**src/rtl/mips_uart.sv**
```systemverilog
// 8N1 UART for the MIPS device controller: independent TX and RX state machines,
// each bit BAUD_DIV clocks, with a down-counting bit timer that expires at zero.
module mips_uart #(
  parameter int BAUD_DIV = 434
) (
  input  logic       clk,
  input  logic       rst,
  input  logic       ser_rxd,
  output logic       ser_txd,
  input  logic [7:0] din,
  input  logic       txd_ld,
  output logic       txd_busy,
  input  logic       rxd_ft,
  output logic       rxd_rdy,
  output logic [7:0] dout
);

  localparam int CW = (BAUD_DIV > 2) ? $clog2(BAUD_DIV) : 1;
  localparam logic [CW-1:0] BIT_LAST  = CW'(BAUD_DIV - 1);
  localparam logic [CW-1:0] HALF_LAST = CW'(BAUD_DIV / 2 - 1);
  localparam logic [CW-1:0] CNT_ONE   = CW'(1);

  // state      | meaning
  // TX_IDLE    | line high, waiting for txd_ld
  // TX_START   | driving start bit (0)
  // TX_DATA    | driving data bits 0..7
  // TX_STOP    | driving stop bit (1)
  // RX_IDLE    | waiting for synced line low
  // RX_START   | waiting half a bit to confirm the start bit
  // RX_DATA    | sampling 8 data bits mid-bit
  // RX_STOP    | sampling stop bit
  // RX_WAIT_HIGH | framing error seen, waiting for line to go high
  typedef enum logic [1:0] {TX_IDLE, TX_START, TX_DATA, TX_STOP} tx_state_e;
  typedef enum logic [2:0] {RX_IDLE, RX_START, RX_DATA, RX_STOP, RX_WAIT_HIGH} rx_state_e;

  tx_state_e         tx_state_q, tx_state_d;
  logic [CW-1:0]     tx_cnt_q, tx_cnt_d;
  logic [2:0]        tx_bit_q, tx_bit_d;
  logic [7:0]        tx_shift_q, tx_shift_d;
  logic              txd_q, txd_d;

  rx_state_e         rx_state_q, rx_state_d;
  logic [CW-1:0]     rx_cnt_q, rx_cnt_d;
  logic [2:0]        rx_bit_q, rx_bit_d;
  logic [7:0]        rx_shift_q, rx_shift_d;
  logic [7:0]        dout_q, dout_d;
  logic              rdy_q, rdy_d;
  logic [1:0]        sync_q;
  logic              rx_s;

  assign ser_txd  = txd_q;
  assign txd_busy = (tx_state_q != TX_IDLE);
  assign rxd_rdy  = rdy_q;
  assign dout     = dout_q;
  assign rx_s     = sync_q[1];

  always_ff @(posedge clk or posedge rst) begin
    if (rst) begin
      tx_state_q <= TX_IDLE;
      tx_cnt_q   <= '0;
      tx_bit_q   <= '0;
      tx_shift_q <= '0;
      txd_q      <= 1'b1;
    end else begin
      tx_state_q <= tx_state_d;
      tx_cnt_q   <= tx_cnt_d;
      tx_bit_q   <= tx_bit_d;
      tx_shift_q <= tx_shift_d;
      txd_q      <= txd_d;
    end
  end

  always_comb begin
    tx_state_d = tx_state_q;
    tx_cnt_d   = tx_cnt_q;
    tx_bit_d   = tx_bit_q;
    tx_shift_d = tx_shift_q;
    txd_d      = txd_q;
    case (tx_state_q)
      TX_IDLE: begin
        txd_d = 1'b1;
        if (txd_ld) begin
          tx_shift_d = din;
          tx_cnt_d   = BIT_LAST;
          tx_state_d = TX_START;
          txd_d      = 1'b0;
        end
      end
      TX_START: begin
        if (tx_cnt_q == '0) begin
          tx_cnt_d   = BIT_LAST;
          tx_bit_d   = 3'd0;
          tx_state_d = TX_DATA;
          txd_d      = tx_shift_q[0];
        end else begin
          tx_cnt_d = tx_cnt_q - CNT_ONE;
        end
      end
      TX_DATA: begin
        if (tx_cnt_q == '0) begin
          tx_cnt_d = BIT_LAST;
          if (tx_bit_q == 3'd7) begin
            tx_state_d = TX_STOP;
            txd_d      = 1'b1;
          end else begin
            tx_bit_d   = tx_bit_q + 3'd1;
            tx_shift_d = {1'b0, tx_shift_q[7:1]};
            txd_d      = tx_shift_q[1];
          end
        end else begin
          tx_cnt_d = tx_cnt_q - CNT_ONE;
        end
      end
      TX_STOP: begin
        if (tx_cnt_q == '0) begin
          tx_state_d = TX_IDLE;
          txd_d      = 1'b1;
        end else begin
          tx_cnt_d = tx_cnt_q - CNT_ONE;
        end
      end
      default: begin
        tx_state_d = TX_IDLE;
        txd_d      = 1'b1;
      end
    endcase
  end

  always_ff @(posedge clk or posedge rst) begin
    if (rst) begin
      sync_q     <= 2'b11;
      rx_state_q <= RX_IDLE;
      rx_cnt_q   <= '0;
      rx_bit_q   <= '0;
      rx_shift_q <= '0;
      dout_q     <= 8'h00;
      rdy_q      <= 1'b0;
    end else begin
      sync_q     <= {sync_q[0], ser_rxd};
      rx_state_q <= rx_state_d;
      rx_cnt_q   <= rx_cnt_d;
      rx_bit_q   <= rx_bit_d;
      rx_shift_q <= rx_shift_d;
      dout_q     <= dout_d;
      rdy_q      <= rdy_d;
    end
  end

  // A valid stop bit sets rxd_rdy even when rxd_ft clears it in the same cycle.
  always_comb begin
    rx_state_d = rx_state_q;
    rx_cnt_d   = rx_cnt_q;
    rx_bit_d   = rx_bit_q;
    rx_shift_d = rx_shift_q;
    dout_d     = dout_q;
    rdy_d      = rxd_ft ? 1'b0 : rdy_q;
    case (rx_state_q)
      RX_IDLE: begin
        if (!rx_s) begin
          rx_cnt_d   = HALF_LAST;
          rx_state_d = RX_START;
        end
      end
      RX_START: begin
        if (rx_cnt_q == '0) begin
          if (!rx_s) begin
            rx_cnt_d   = BIT_LAST;
            rx_bit_d   = 3'd0;
            rx_state_d = RX_DATA;
          end else begin
            rx_state_d = RX_IDLE;
          end
        end else begin
          rx_cnt_d = rx_cnt_q - CNT_ONE;
        end
      end
      RX_DATA: begin
        if (rx_cnt_q == '0) begin
          rx_cnt_d   = BIT_LAST;
          rx_shift_d = {rx_s, rx_shift_q[7:1]};
          if (rx_bit_q == 3'd7) begin
            rx_state_d = RX_STOP;
          end else begin
            rx_bit_d = rx_bit_q + 3'd1;
          end
        end else begin
          rx_cnt_d = rx_cnt_q - CNT_ONE;
        end
      end
      RX_STOP: begin
        if (rx_cnt_q == '0) begin
          if (rx_s) begin
            dout_d     = rx_shift_q;
            rdy_d      = 1'b1;
            rx_state_d = RX_IDLE;
          end else begin
            rx_state_d = RX_WAIT_HIGH;
          end
        end else begin
          rx_cnt_d = rx_cnt_q - CNT_ONE;
        end
      end
      RX_WAIT_HIGH: begin
        if (rx_s) rx_state_d = RX_IDLE;
      end
      default: rx_state_d = RX_IDLE;
    endcase
  end

endmodule

```
**config.mk**
```make
export PLATFORM = sky130hd
export DESIGN_NAME = mips_uart
export DESIGN_NICKNAME = d
export VERILOG_FILES = /design/src/rtl/mips_uart.sv
export SDC_FILE = /design/constraint.sdc
export NUM_CORES = 1
export LEC_CHECK = 0
export ABC_AREA = 1
export CAP_MARGIN = 30
export CORE_AREA = 4 4 55 107
export DETAILED_ROUTE_END_ITERATION = 10
export DIE_AREA = 0 0 59 111
export GPL_ROUTABILITY_DRIVEN = 0
export MAX_ROUTING_LAYER = met4
export PLACE_DENSITY = 0.94
export SETUP_SLACK_MARGIN = 0.2
export SYNTH_ARGS = -nofsm -noshare
export SYNTH_HDL_FRONTEND = slang
export SYNTH_SLANG_ARGS = --single-unit
```
**constraint.sdc**
```tcl
create_clock -name clk -period 3.6 [get_ports clk]
set_input_delay 0.36 -clock clk [delete_from_list [all_inputs] [get_ports clk]]
set_output_delay 0.36 -clock clk [all_outputs]
set_load 0.03 [all_outputs]
```
==> results of run 1 <==
-- final cells by class --
type | count | share of cell area
Sequential cell | 57 | 0.396
Timing Repair Buffer | 24 | 0.0659
Clock buffer | 13 | 0.0440
Clock inverter | 3 | 0.0111
Multi-Input combinational cell | 272 | 0.397
Inverter | 62 | 0.0652
Tap cell | 58 | 0.0201
-- worst paths after layout --
check / from / to / slack (ns) / depth (start not counted)
min in group asynchronous: rst / rx_shift_q[3] / 0.48 / 2
hold reg to reg: sync_q[0] / sync_q[1] / 0.36 / 0
setup / recovery: tx_state_q[0] / txd_busy / 1.20 / 4
max in group asynchronous: rst / dout[0] / 2.37 / 3
hold / removal: sync_q[0] / sync_q[1] / 0.36 / 0
setup reg to reg: tx_state_q[0] / tx_shift_q[1] / 1.35 / 9
-- flip-flops by register name (all words and copies together) (netlist names), 2 cells and up --
| name | flops |
|---|---|
| tx_shift_q | 8 |
| dout | 8 |
| rx_bit_q | 3 |
| tx_state_q | 2 |
| sync_q | 2 |
| rx_shift_q | 8 |
| rx_cnt_q | 9 |
| rx_state_q | 3 |
| tx_bit_q | 3 |
| tx_cnt_q | 9 |
-- power groups by stage --
stage          Clock (uW)  Sequential, uW  Combinational [uW]
6_report              605             856                 858
5_1_grt               641             867                 960
4_1_cts               606             855                 848
3_5_place_dp            0             864                 829
3_3_place_gp            0             858                 782
2_1_floorplan           0             852                 641
-- critical path: stages (launching register included) --
cell and delay, ns:
dfrtp_1 0.39, inv_1 0.09, ha_1 0.22, inv_1 0.26
clkdlybuf4s50_1 0.74
-- metrics by stage --
stage	utilization	cell area (sq um)
finish	0.709	3610
global route	0.709	3610
CTS	0.709	3610
detailed placement	0.670	3410
global placement	0.670	3410
floorplan	-	3140
-- metal layers --
| layer | up-vias | share of wire | routed length [microns] |
|---|---|---|---|
| li1 | 1322 | - | - |
| met1 | 1253 | 0.36 | 2520 |
| met2 | 101 | 0.56 | 3900 |
| met3 | 32 | 0.045 | 319 |
| met4 | 0 | 0.041 | 286 |
| met5 | - | 0 | 0 |
-- cells by family after synthesis --
group / Yosys count / synth area share
flip-flops: 57 / 0.456
XOR/XNOR: 6 / 0.0168
adder cells (fa/ha/maj): 10 / 0.0399
buffers and inverters: 68 / 0.0866
AND/OR/NAND/NOR: 193 / 0.278
multiplexers: 7 / 0.0223
AO/OA/AOI/OAI: 56 / 0.101
-- placed cells by master (no fill, tap or decap), types with 2 or more instances in the layout --
cell,instances
a21oi_1,10
nor3_1,3
nand3_2,2
xnor2_1,2
clkinv_2,2
clkdlybuf4s50_1,23
nand3_1,26
o21ai_2,8
clkbuf_1,2
inv_1,57
nand2_1,108
nand4_1,10
nor2_1,33
o21ai_1,24
dfrtp_1,54
nand2_2,3
o21ai_0,12
clkbuf_8,11
inv_2,4
ha_1,10
nand2_4,3
dfstp_2,3
mux2i_1,7
xor2_1,4
==> results_dict.tcl, run 1 <==
set metrics [dict create \
    outcome "finished, final reports clean" \
    antenna_found_initial 0 \
    cts_setup_buffers 0 \
    yosys_warnings 0 \
    synth_cell_types 32 \
    io_buffer_count 23 \
    hold_buffers 0 \
    yosys.cell_count.top_type "nand2_1" \
    cts_resized 0 \
    synth_common_cells "nand2_1, inv_1, dfrtp_1" \
    drv_slew 0 \
    drc 0 \
    start_kind "register" \
    placementRows 37 \
    die_area_sq_um 6550 \
    whs_ns 0.357 \
    ff_latch_area_sq_um 1430 \
    p_per_area_nw_per_um2 643 \
    clock_latency_ns 0.34 \
    ys_top_cells_by_area "dfrtp_1, nand2_1, inv_1" \
    routed_wl_microns 7020 \
    antenna_cells 0 \
    overflow 0 \
    grt_pass1_vias 2648 \
    drt_iter0_drc 154 \
    cts_buffer_depth 2 \
    synth-async-reset-ratio 1.00 \
    fin_skew_ns 0.00911 \
    firstDrtPassIters 4 \
    synth_edf_count 0 \
    cts_sinks 57 \
    synthCells 397 \
    hpwlAfterDp_microns 5010 \
    yosysTopAreaCell "dfrtp_1" \
    via_count 2708 \
    slew_headroom 0.484 \
    setup_viol_count_final 0 \
    hold_viol 0 \
    die_w_microns 59 \
    layout_worst_path_cycle_share 0.666 \
    tightest_slew_ns 0.773 \
    worst-setup-path-type "register to output pin" \
    cts_tree "done" \
    fmax_mhz 417 \
    grt_start_max_net_pins 40 \
    p_clk_frac 0.261 \
    period_needed_ns 2.40 \
    nets 449 \
    num_io_pins 24 \
    grt_pass1_wl_microns 11800 \
    ys_seq_elements 57 \
    hold_path_class "register to register" \
    core_area_sq_um 5090 \
    fillCellCount 349 \
    grt_util_met2 0.406 \
    path_clk_slew_ns 0.06 \
    end_kind "output pin" \
    ant_nets 0 \
    grt_use_total 0.242 \
    ys_seq_area_frac 0.456 \
    initial_utilization 0.616 \
    finalPower_uw 2320 \
    max-cap-violations 0 \
    internal_power_uw 1420 \
    multi_input_area_sq_um 1430 \
    rsz0062_at_grt "false" \
    synth_area_per_cell_sq_um 7.90 \
    cp.required_ns 3.24 \
    synth_nets 420 \
    grtUsageMet3 0.0594 \
    cp.arrival_ns 2.04 \
    dpl_worst_slack_ns 1.42 \
    cts-root-buf "clkbuf_8" \
    ir_drop_uv 550 \
    area_growth_pct 15.1 \
    p_sw_uw 902 \
    power_frac_seq 0.369 \
    finalWorstSetupSlack_ns 1.20 \
    combPwrFrac 0.370 \
    grtUsageMet1 0.246 \
    numCtsBuffers 9 \
    stdcell_count 489 \
    die_y_microns 111 \
    fin_setup_tns_ns 0 \
    placed_cells 473 \
    vias_per_cell 5.54 \
    wl_per_cell_microns 14.4 \
    grt_busiest_layer "met2" \
    path_max_fanout 11 \
    cts_htree_levels 3 \
    p_leak_uw 0.00185 \
    synth_top_flop_cell "dfrtp_1" \
    p_sw_frac 0.389 \
    syn_area_sq_um 3140 \
    synth.top_cell.area_share 0.431 \
    drive_gt1_frac 0.0998 \
]
Note: power is estimated with default switching activity, not from simulation.
==> inputs of run 2 (changes only) <==
--- a/config.mk
+++ b/config.mk
@@ -7,12 +7,12 @@
 export LEC_CHECK = 0
 export ABC_AREA = 1
 export CAP_MARGIN = 30
-export CORE_AREA = 4 4 55 107
+export CORE_AREA = 4 4 60 116
 export DETAILED_ROUTE_END_ITERATION = 10
-export DIE_AREA = 0 0 59 111
+export DIE_AREA = 0 0 64 120
 export GPL_ROUTABILITY_DRIVEN = 0
 export MAX_ROUTING_LAYER = met4
-export PLACE_DENSITY = 0.94
+export PLACE_DENSITY = 0.85
 export SETUP_SLACK_MARGIN = 0.2
 export SYNTH_ARGS = -nofsm -noshare
 export SYNTH_HDL_FRONTEND = slang
==> constraint.sdc (replaced) <==
create_clock -name clk -period 2.1 [get_ports clk]
set_input_delay 0.21 -clock clk [delete_from_list [all_inputs] [get_ports clk]]
set_output_delay 0.21 -clock clk [all_outputs]
set_load 0.03 [all_outputs]
==> results_dict.tcl, run 2 (synthesis gave the netlist of run 1 again) <==
set metrics [dict create \
    die_w_microns 64 \
    fin_skew_ns 0.00750 \
    dpl_worst_slack_ns 0.170 \
    clock_latency_ns 0.33 \
    die_area_sq_um 7680 \
    ant_nets 0 \
    grt_start_max_net_pins 38 \
    rsz0062_at_grt "false" \
    routed_wl_microns 7110 \
    die_y_microns 120 \
    cts_tree "done" \
    cts_sinks 57 \
    stdcell_count 522 \
    ir_drop_uv 817 \
    setup_viol_count_final 0 \
    hold_path_class "input pin to async pin" \
    numCtsBuffers 9 \
    cp.required_ns 1.89 \
    vias_per_cell 5.25 \
    worst-setup-path-type "register to output pin" \
    area_growth_pct 22.0 \
    drt_iter0_drc 134 \
    drv_slew 0 \
    placed_cells 501 \
    p_leak_uw 0.00192 \
    nets 456 \
    layout_commonest_cell "nand2_1" \
    fin_setup_tns_ns 0 \
    layout_common_cells "nand2_1, inv_1, dfrtp_1" \
    hold_viol 0 \
    outcome "finished, final reports clean" \
    num_io_pins 24 \
    finalWorstSetupSlack_ns 0.327 \
    firstDrtPassIters 4 \
    whs_ns 0.233 \
    cts_buffer_depth 2 \
    wl_per_cell_microns 13.6 \
    core_area_sq_um 6060 \
    slew_headroom 0.683 \
    end_kind "output pin" \
    start_kind "register" \
    period_needed_ns 1.77 \
    cts_htree_levels 3 \
    cp.arrival_ns 1.56 \
    drive_gt1_frac 0.135 \
    p_per_area_nw_per_um2 1130 \
    path_clk_slew_ns 0.05 \
    max-cap-violations 0 \
    antenna_cells 0 \
    hpwlAfterDp_microns 5180 \
    overflow 0 \
    io_buffer_count 23 \
    placementRows 40 \
    antenna_found_initial 0 \
    cts-root-buf "clkbuf_16" \
    fmax_mhz 564 \
    fillCellCount 488 \
    grt_pass1_vias 2848 \
    drc 0 \
    reg.largest.list "rx_cnt_q (9), tx_cnt_q (9)" \
    initial_utilization 0.518 \
    grt_use_total 0.212 \
    path_max_fanout 11 \
    tightest_slew_ns 0.476 \
    layout_worst_path_cycle_share 0.845 \
    grt_pass1_wl_microns 12300 \
    via_count 2741 \
]
## run 2: what timing repair did
item | CTS | global route
pin swaps | 0 | 4
setup buffers | 0 | 4
cloned | 0 | 1
hold buffers | 0 | 0
setup endpoints to repair | 9 | 29
resized for setup | 2 | 11
## run 2: metrics by stage
stage | utilization | power (uW) | area, sq um
6_report | 0.632 | 4330 | 3820
3_5_place_dp | 0.571 | 2920 | 3460
5_1_grt | 0.632 | 4680 | 3820
3_3_place_gp | 0.571 | 2840 | 3460
4_1_cts | 0.618 | 4290 | 3740
2_1_floorplan | - | 2560 | 3140
## run 2: final cells by class
cell class,count,area [sq um],share of cell area
clock buffers,14,264,0.0690
repair buffers,30,303,0.0792
inverters,62,235,0.0615
flip-flops and latches,57,1430,0.374
multi-input cells,273,1480,0.386
well taps,84,105,0.0275
clock inverters,2,12.5,0.00327
## run 2: critical path, cell delays in order, from the launching register on
cell      delay, ns
dfrtp_1        0.39
inv_1          0.08
ha_1           0.21
inv_1          0.27
clkbuf_2       0.27
## run 2: routing by layer
layer  vias up  track usage  routed length, microns
met2        70        0.371                    3990
met3        33       0.0468                     215
met4         0        0.146                     353
li1       1342            -                       -
met5         -            -                       0
met1      1296        0.199                    2550
## run 2: final timing paths
kind                          startpoint            end  slack, ns  cells past startpoint
setup / recovery           tx_state_q[0]       txd_busy       0.33                      4
hold / removal                       rst  rx_shift_q[2]       0.23                      3
setup reg to reg             rx_cnt_q[0]    rx_cnt_q[7]       0.35                      9
hold reg to reg                sync_q[0]      sync_q[1]       0.36                      0
max in group asynchronous            rst      sync_q[0]       1.42                      3
min in group clk                 ser_rxd      sync_q[0]       0.29                      1
## run 2: where the power goes
part,switching [uW],total (uW),internal [uW]
Combinational,990,1530,539
Clock,475,1330,859
Sequential,151,1470,1320
Total,1620,4330,2710
